===== config.mk =====
export PLATFORM = sky130hd
export DESIGN_NAME = lsu
export DESIGN_NICKNAME = d
export VERILOG_FILES = /design/src/rtl/lsu_pkg.sv /design/src/rtl/lsu_align.sv /design/src/rtl/lsu.sv
export SDC_FILE = /design/constraint.sdc
export NUM_CORES = 1
export LEC_CHECK = 0
export ABC_CLOCK_PERIOD_IN_PS = 2790
export CAP_MARGIN = 20
export CELL_PAD_IN_SITES_DETAIL_PLACEMENT = 0
export CELL_PAD_IN_SITES_GLOBAL_PLACEMENT = 1
export CORE_MARGIN = 2
export CORE_UTILIZATION = 30
export CTS_CLUSTER_DIAMETER = 80
export DETAILED_ROUTE_END_ITERATION = 10
export MAX_ROUTING_LAYER = met4
export PLACE_DENSITY_LB_ADDON = 0.1
export SLEW_MARGIN = 10
export SYNTH_ARGS = -nofsm -noshare
export SYNTH_HDL_FRONTEND = slang
export SYNTH_SLANG_ARGS = --single-unit

===== constraint.sdc =====
create_clock -name clk_i -period 2.79 [get_ports clk_i]
set_input_delay 0.4185 -clock clk_i [delete_from_list [all_inputs] [get_ports clk_i]]
set_output_delay 0.4185 -clock clk_i [all_outputs]
set_load 0.01 [all_outputs]

===== src/rtl/lsu_pkg.sv =====
// Shared types and encodings for the load/store unit: FSM states, access
// sizes, byte-enable patterns and the alignment rule.
package lsu_pkg;

  typedef enum logic [1:0] {
    ST_IDLE = 2'd0,
    ST_BUSY = 2'd1,
    ST_DONE = 2'd2
  } state_e;

  localparam logic [1:0] SIZE_B = 2'b00;
  localparam logic [1:0] SIZE_H = 2'b01;
  localparam logic [1:0] SIZE_W = 2'b10;

  localparam logic [3:0] BE_NONE    = 4'b0000;
  localparam logic [3:0] BE_BYTE0   = 4'b0001;
  localparam logic [3:0] BE_HALF_LO = 4'b0011;
  localparam logic [3:0] BE_HALF_HI = 4'b1100;
  localparam logic [3:0] BE_WORD    = 4'b1111;

  // Size 11 is treated as misaligned so it is rejected without a bus cycle.
  function automatic logic is_misaligned(input logic [1:0] size, input logic [1:0] addr_lo);
    case (size)
      SIZE_B:  return 1'b0;
      SIZE_H:  return addr_lo[0];
      SIZE_W:  return addr_lo != 2'b00;
      default: return 1'b1;
    endcase
  endfunction

endpackage


===== src/rtl/lsu_align.sv =====
// Byte-lane logic: store byte enables and data replication, plus load lane
// selection with sign or zero extension. Purely combinational.
module lsu_align
  import lsu_pkg::*;
(
  input  logic [1:0]  size_i,
  input  logic        unsigned_i,
  input  logic [1:0]  addr_lo_i,
  input  logic [31:0] store_data_i,
  input  logic [31:0] load_raw_i,
  output logic [3:0]  be_o,
  output logic [31:0] wdata_o,
  output logic [31:0] load_data_o
);

  logic [7:0]  byte_lane;
  logic [15:0] half_lane;

  always_comb begin
    byte_lane   = load_raw_i[{addr_lo_i, 3'b000} +: 8];
    half_lane   = addr_lo_i[1] ? load_raw_i[31:16] : load_raw_i[15:0];
    be_o        = BE_NONE;
    wdata_o     = store_data_i;
    load_data_o = load_raw_i;
    case (size_i)
      SIZE_B: begin
        be_o        = BE_BYTE0 << addr_lo_i;
        wdata_o     = {4{store_data_i[7:0]}};
        load_data_o = {{24{byte_lane[7] & ~unsigned_i}}, byte_lane};
      end
      SIZE_H: begin
        be_o        = addr_lo_i[1] ? BE_HALF_HI : BE_HALF_LO;
        wdata_o     = {2{store_data_i[15:0]}};
        load_data_o = {{16{half_lane[15] & ~unsigned_i}}, half_lane};
      end
      SIZE_W: begin
        be_o = BE_WORD;
      end
      default: ;
    endcase
  end

endmodule


===== src/rtl/lsu.sv =====
// Load/store unit: one req/ack data-bus transaction per memory instruction,
// stalling the core until completion; misaligned accesses never reach the bus.
module lsu
  import lsu_pkg::*;
(
  input  logic        clk_i,
  input  logic        rst_i,
  input  logic        mem_req_i,
  input  logic        mem_we_i,
  input  logic [1:0]  mem_size_i,
  input  logic        mem_unsigned_i,
  input  logic [31:0] alu_result_i,
  input  logic [31:0] rD2_i,
  output logic        stall_o,
  output logic        done_o,
  output logic        misalign_o,
  output logic [31:0] load_data_o,
  output logic        dbus_req_o,
  output logic        dbus_we_o,
  output logic [31:0] dbus_addr_o,
  output logic [31:0] dbus_wdata_o,
  output logic [3:0]  dbus_be_o,
  input  logic        dbus_ack_i,
  input  logic [31:0] dbus_rdata_i
);

  state_e      state_q, state_d;
  logic [1:0]  addr_lo_q, addr_lo_d;
  logic [1:0]  size_q, size_d;
  logic        uns_q, uns_d;
  logic        done_q, done_d;
  logic        misalign_q, misalign_d;
  logic [31:0] load_data_q, load_data_d;
  logic        req_q, req_d;
  logic        we_q, we_d;
  logic [31:0] addr_q, addr_d;
  logic [31:0] wdata_q, wdata_d;
  logic [3:0]  be_q, be_d;

  logic        in_idle;
  logic [3:0]  al_be;
  logic [31:0] al_wdata;
  logic [31:0] al_load;

  // One aligner serves both directions: in IDLE it sees the incoming
  // instruction (store payload), afterwards the latched fields (load lanes).
  assign in_idle = (state_q == ST_IDLE);

  lsu_align u_align (
    .size_i       (in_idle ? mem_size_i : size_q),
    .unsigned_i   (in_idle ? mem_unsigned_i : uns_q),
    .addr_lo_i    (in_idle ? alu_result_i[1:0] : addr_lo_q),
    .store_data_i (rD2_i),
    .load_raw_i   (dbus_rdata_i),
    .be_o         (al_be),
    .wdata_o      (al_wdata),
    .load_data_o  (al_load)
  );

  always_comb begin
    state_d     = state_q;
    addr_lo_d   = addr_lo_q;
    size_d      = size_q;
    uns_d       = uns_q;
    done_d      = 1'b0;
    misalign_d  = 1'b0;
    load_data_d = load_data_q;
    req_d       = req_q;
    we_d        = we_q;
    addr_d      = addr_q;
    wdata_d     = wdata_q;
    be_d        = be_q;
    stall_o     = 1'b0;
    case (state_q)
      ST_IDLE: begin
        stall_o = mem_req_i;
        if (mem_req_i) begin
          addr_lo_d = alu_result_i[1:0];
          size_d    = mem_size_i;
          uns_d     = mem_unsigned_i;
          if (is_misaligned(mem_size_i, alu_result_i[1:0])) begin
            state_d    = ST_DONE;
            done_d     = 1'b1;
            misalign_d = 1'b1;
          end else begin
            state_d = ST_BUSY;
            req_d   = 1'b1;
            we_d    = mem_we_i;
            addr_d  = {alu_result_i[31:2], 2'b00};
            wdata_d = al_wdata;
            be_d    = al_be;
          end
        end
      end
      ST_BUSY: begin
        stall_o = 1'b1;
        if (dbus_ack_i) begin
          state_d = ST_DONE;
          req_d   = 1'b0;
          done_d  = 1'b1;
          if (!we_q) load_data_d = al_load;
        end
      end
      ST_DONE: begin
        state_d = ST_IDLE;
      end
      default: begin
        state_d = ST_IDLE;
      end
    endcase
  end

  always_ff @(posedge clk_i) begin
    if (rst_i) begin
      state_q     <= ST_IDLE;
      addr_lo_q   <= 2'b00;
      size_q      <= SIZE_B;
      uns_q       <= 1'b0;
      done_q      <= 1'b0;
      misalign_q  <= 1'b0;
      load_data_q <= '0;
      req_q       <= 1'b0;
      we_q        <= 1'b0;
      addr_q      <= '0;
      wdata_q     <= '0;
      be_q        <= BE_NONE;
    end else begin
      state_q     <= state_d;
      addr_lo_q   <= addr_lo_d;
      size_q      <= size_d;
      uns_q       <= uns_d;
      done_q      <= done_d;
      misalign_q  <= misalign_d;
      load_data_q <= load_data_d;
      req_q       <= req_d;
      we_q        <= we_d;
      addr_q      <= addr_d;
      wdata_q     <= wdata_d;
      be_q        <= be_d;
    end
  end

  assign done_o       = done_q;
  assign misalign_o   = misalign_q;
  assign load_data_o  = load_data_q;
  assign dbus_req_o   = req_q;
  assign dbus_we_o    = we_q;
  assign dbus_addr_o  = addr_q;
  assign dbus_wdata_o = wdata_q;
  assign dbus_be_o    = be_q;

endmodule


==> results.md <==
- Global route total overflow: 0
- Met3 GRT Util: 4.42%
- PwrDens: about 530 nW/um^2
- Worst Tran Pin Value: just under 700 ps
- TritonCTS clock tree: yes
- Worst hold path class: flop to flop
- Total negative slack: 0 ps
- Slew HR: 53.8%
- DIE WIDTH: 132 um
- Fin nets: about 870
- Gr usage total: 20.5%
- Synth top area share: ~44%
- EDFF count, synth: 0
- Post-route antenna net violation count: 0
- Clock transition at the registers of the reported paths: 80 ps
- Syn Std Cell Area: between 4000 and 5000 um^2
- P&R area growth vs syn: 53.7%
- DP HPWL: about 13 mm
- Post-Route WL: ~18 mm
- FF/Latch Area: ~2200 um^2
- Root Buffer: clkbuf_16
- Hold depth: 2
- Status: complete, no violations
- Drt drc: 0
- Core area: 15900 um^2
- Worst reg-to-reg path cell count: 6
- Sequential-to-total area share from yosys stat: between 40% and 50%
- Tcrit/Tclk final: a little over 80%
- Sequence of cells on the critical path: nor2_1, buf_4, mux2i_1, nor2_1, a222oi_1, a211oi_1
- PortBufs: between 200 and 250
- Lkg Pwr: 2.56 nW
- Met2 usage: 31.5%
- CTS Hold Buffers Added: 0
- Synth Flop Type: dfxtp_1
- GR met1 Demand/Resource: 26.7%
- Worst R2R End: dbus_wdata_o[25]$_SDFFE_PP0P_
- RePlAce Congestion: around 0.86
- Maximum VDD drop: about 310 uV
- Number of H-tree levels: 3
- Syn_area_per_cell: roughly 8.5 um^2
- Worst-Skew Late Latency: ~360 ps
- FILL cells: ~1600
- Post-CTS Setup Inserts: 0
- Top Usage Layer GRT: met2
- Top cells by count, synth: nand2_1, dfxtp_1, nor2_1
- Detailed Routing Iterations Pass 1: 5
- Final Slew Violations: 0
- Area contributors post-synth: dfxtp_1, nand2_1, a211oi_1
- Reg2reg start: state_q[1]$_SDFFE_PP0P_
- Antenna violations before repair: 1
- CP endpoint: dbus_wdata_o[25]$_SDFFE_PP0P_
- Die Area: roughly 17000 um^2
- CP Launch Type: flop
- Crit path time final: around 2300 ps
- DRT iter0 DRCs: 353
- Crit path DAT: roughly 2500 ps
- Share of cells above drive strength 1: just over 10%
- Max Freq: approximately 0.44 GHz
- Vias: 5023
- RSZ-0062 raised after global routing: false
- Clock skew: between 10 and 15 ps
- Total I/O pin count: 209
- Cell taking the most area after synthesis: dfxtp_1
- Yosys Warn Count: 0
- Post-synth cell types: a little over 50
- CP max stage cell: dfxtp_1
- Die Ht: 132 um
- Max incr delay on CP: 590 ps
- Post-synthesis cell count: around 580
- Data required time of the worst path: 3030 ps
- Cell repeated most along the worst path: nor2_1
- Post-synthesis async set-or-reset flop share: 0%
- First-pass GRT wire length: 27.4 mm
- Initial core utilization: roughly 31%
- Worst setup path class: flop to flop
- CTS Sinks: approximately 110
- Via density per instance: around 5.1
- Max clock buf depth: 2
- Largest net degree at the start of global routing: 69
- Max_cap viols: 0
- Yosys reg bits: ~110
- DR WL/cell: about 18 um
- Vias in the first global route: just under 5000
- Most frequent cell after synthesis: nand2_1
- Final Hold Fails: 0
- Setup Viol. Count Final: 0
- Critical Path Source: state_q[1]$_SDFFE_PP0P_
- FF-to-FF setup slack: between 500 and 600 ps
- Pwr Total: about 0.004 W
- CTS Buf Count: 9
- Cell Rows: 46
- Worst Setup End Kind: flop
- Max FO, Critical Path: 12
- Post-CTS sizing: 0
- Area of the multi-input gates: 2480 um^2
-- stage by stage --
step | utilization, % | setup slack, ps | cells | instance area [um^2] | hold WS (ps)
floorplan | - | 642 | 578 | 4910 | 437
global placement | 45.4 | 112 | 972 | 7250 | 441
detailed placement | 45.5 | 183 | 973 | 7250 | 446
CTS | 47.3 | 532 | 989 | 7540 | 456
global route | 47.3 | 294 | 990 | 7550 | 478
finish | 47.3 | 512 | 990 | 7550 | 455
-- worst min path at each step --
stage / startpoint / endpoint / slack, ps
global placement: dbus_addr_o[4]$_SDFFE_PP0P_ / dbus_addr_o[4]$_SDFFE_PP0P_ / 440
floorplan: uns_q$_SDFFE_PP0P_ / uns_q$_SDFFE_PP0P_ / 440
global route: dbus_addr_o[28]$_SDFFE_PP0P_ / dbus_addr_o[28]$_SDFFE_PP0P_ / 480
detailed placement: dbus_addr_o[4]$_SDFFE_PP0P_ / dbus_addr_o[4]$_SDFFE_PP0P_ / 450
CTS: dbus_addr_o[4]$_SDFFE_PP0P_ / dbus_addr_o[4]$_SDFFE_PP0P_ / 460
finish: dbus_addr_o[4]$_SDFFE_PP0P_ / dbus_addr_o[4]$_SDFFE_PP0P_ / 450
-- per-layer routing --
metal  vias to the layer above  share of wire (%)
li1                       2470                  -
met1                      2366                 47
met2                       166                 46
met3                        21                5.3
met4                         0                2.1
met5                         -                  0
-- worst max-delay path, delay by kind of cell, from the launching register on --
kind                   cells  cell delay (ps)
muxes                      1              410
and+or+nand+nor            2              420
AOI/OAI and AO/OA          2              550
buffers and inverters      1              180
DFF                        1              590
-- layout by cell type, fill, tap and decap left out, drive strengths merged, types with 3 or more instances in the layout --
cell type / netlist / routed
a211oi: 58 / 58
a21oi: 49 / 49
a221oi: 15 / 15
a222oi: 7 / 7
a311oi: 19 / 19
and2: 4 / 4
buf: 21 / 27
clkbuf: 32 / 9
clkdlybuf4s50: 0 / 205
dfxtp: 109 / 109
inv: 3 / 7
mux2: 8 / 8
mux2i: 3 / 3
nand2: 126 / 126
nand3: 5 / 5
nor2: 66 / 66
nor3: 7 / 7
o21a: 8 / 8
o221ai: 7 / 7
-- registers in the layout, indices dropped and copies added (netlist names) --
signal,cells
dbus_addr_o,30
state_q,2
dbus_be_o,4
load_data_o,32
dbus_wdata_o,32
dbus_we_o,1
uns_q,1
dbus_req_o,1
addr_lo_q,2
done_o,1
misalign_o,1
size_q,2
-- where the power goes --
group          switching [W]  total [W]  internal [W]
clock               0.000675    0.00131      0.000630
combinational       0.000489   0.000976      0.000487
sequential         0.0000612    0.00171       0.00165
total                0.00122    0.00399       0.00277
-- layout make-up --
type	count	share of cell area, %
Clock inverter	7	0.862
Sequential cell	109	28.9
Inverter	3	0.149
Tap cell	216	3.58
Timing Repair Buffer	232	30.5
Antenna cell	1	0.0332
Multi-Input combinational cell	413	32.9
Clock buffer	9	2.98
-- logic make-up after synthesis --
family,count (synthesis),share of synthesized area [%]
compound gates,179,29.2
buf+inv,56,5.40
flops,109,44.5
mux,11,2.45
other cells,1,0.0764
simple gates,221,18.4
(Power assumes the default switching activity.)
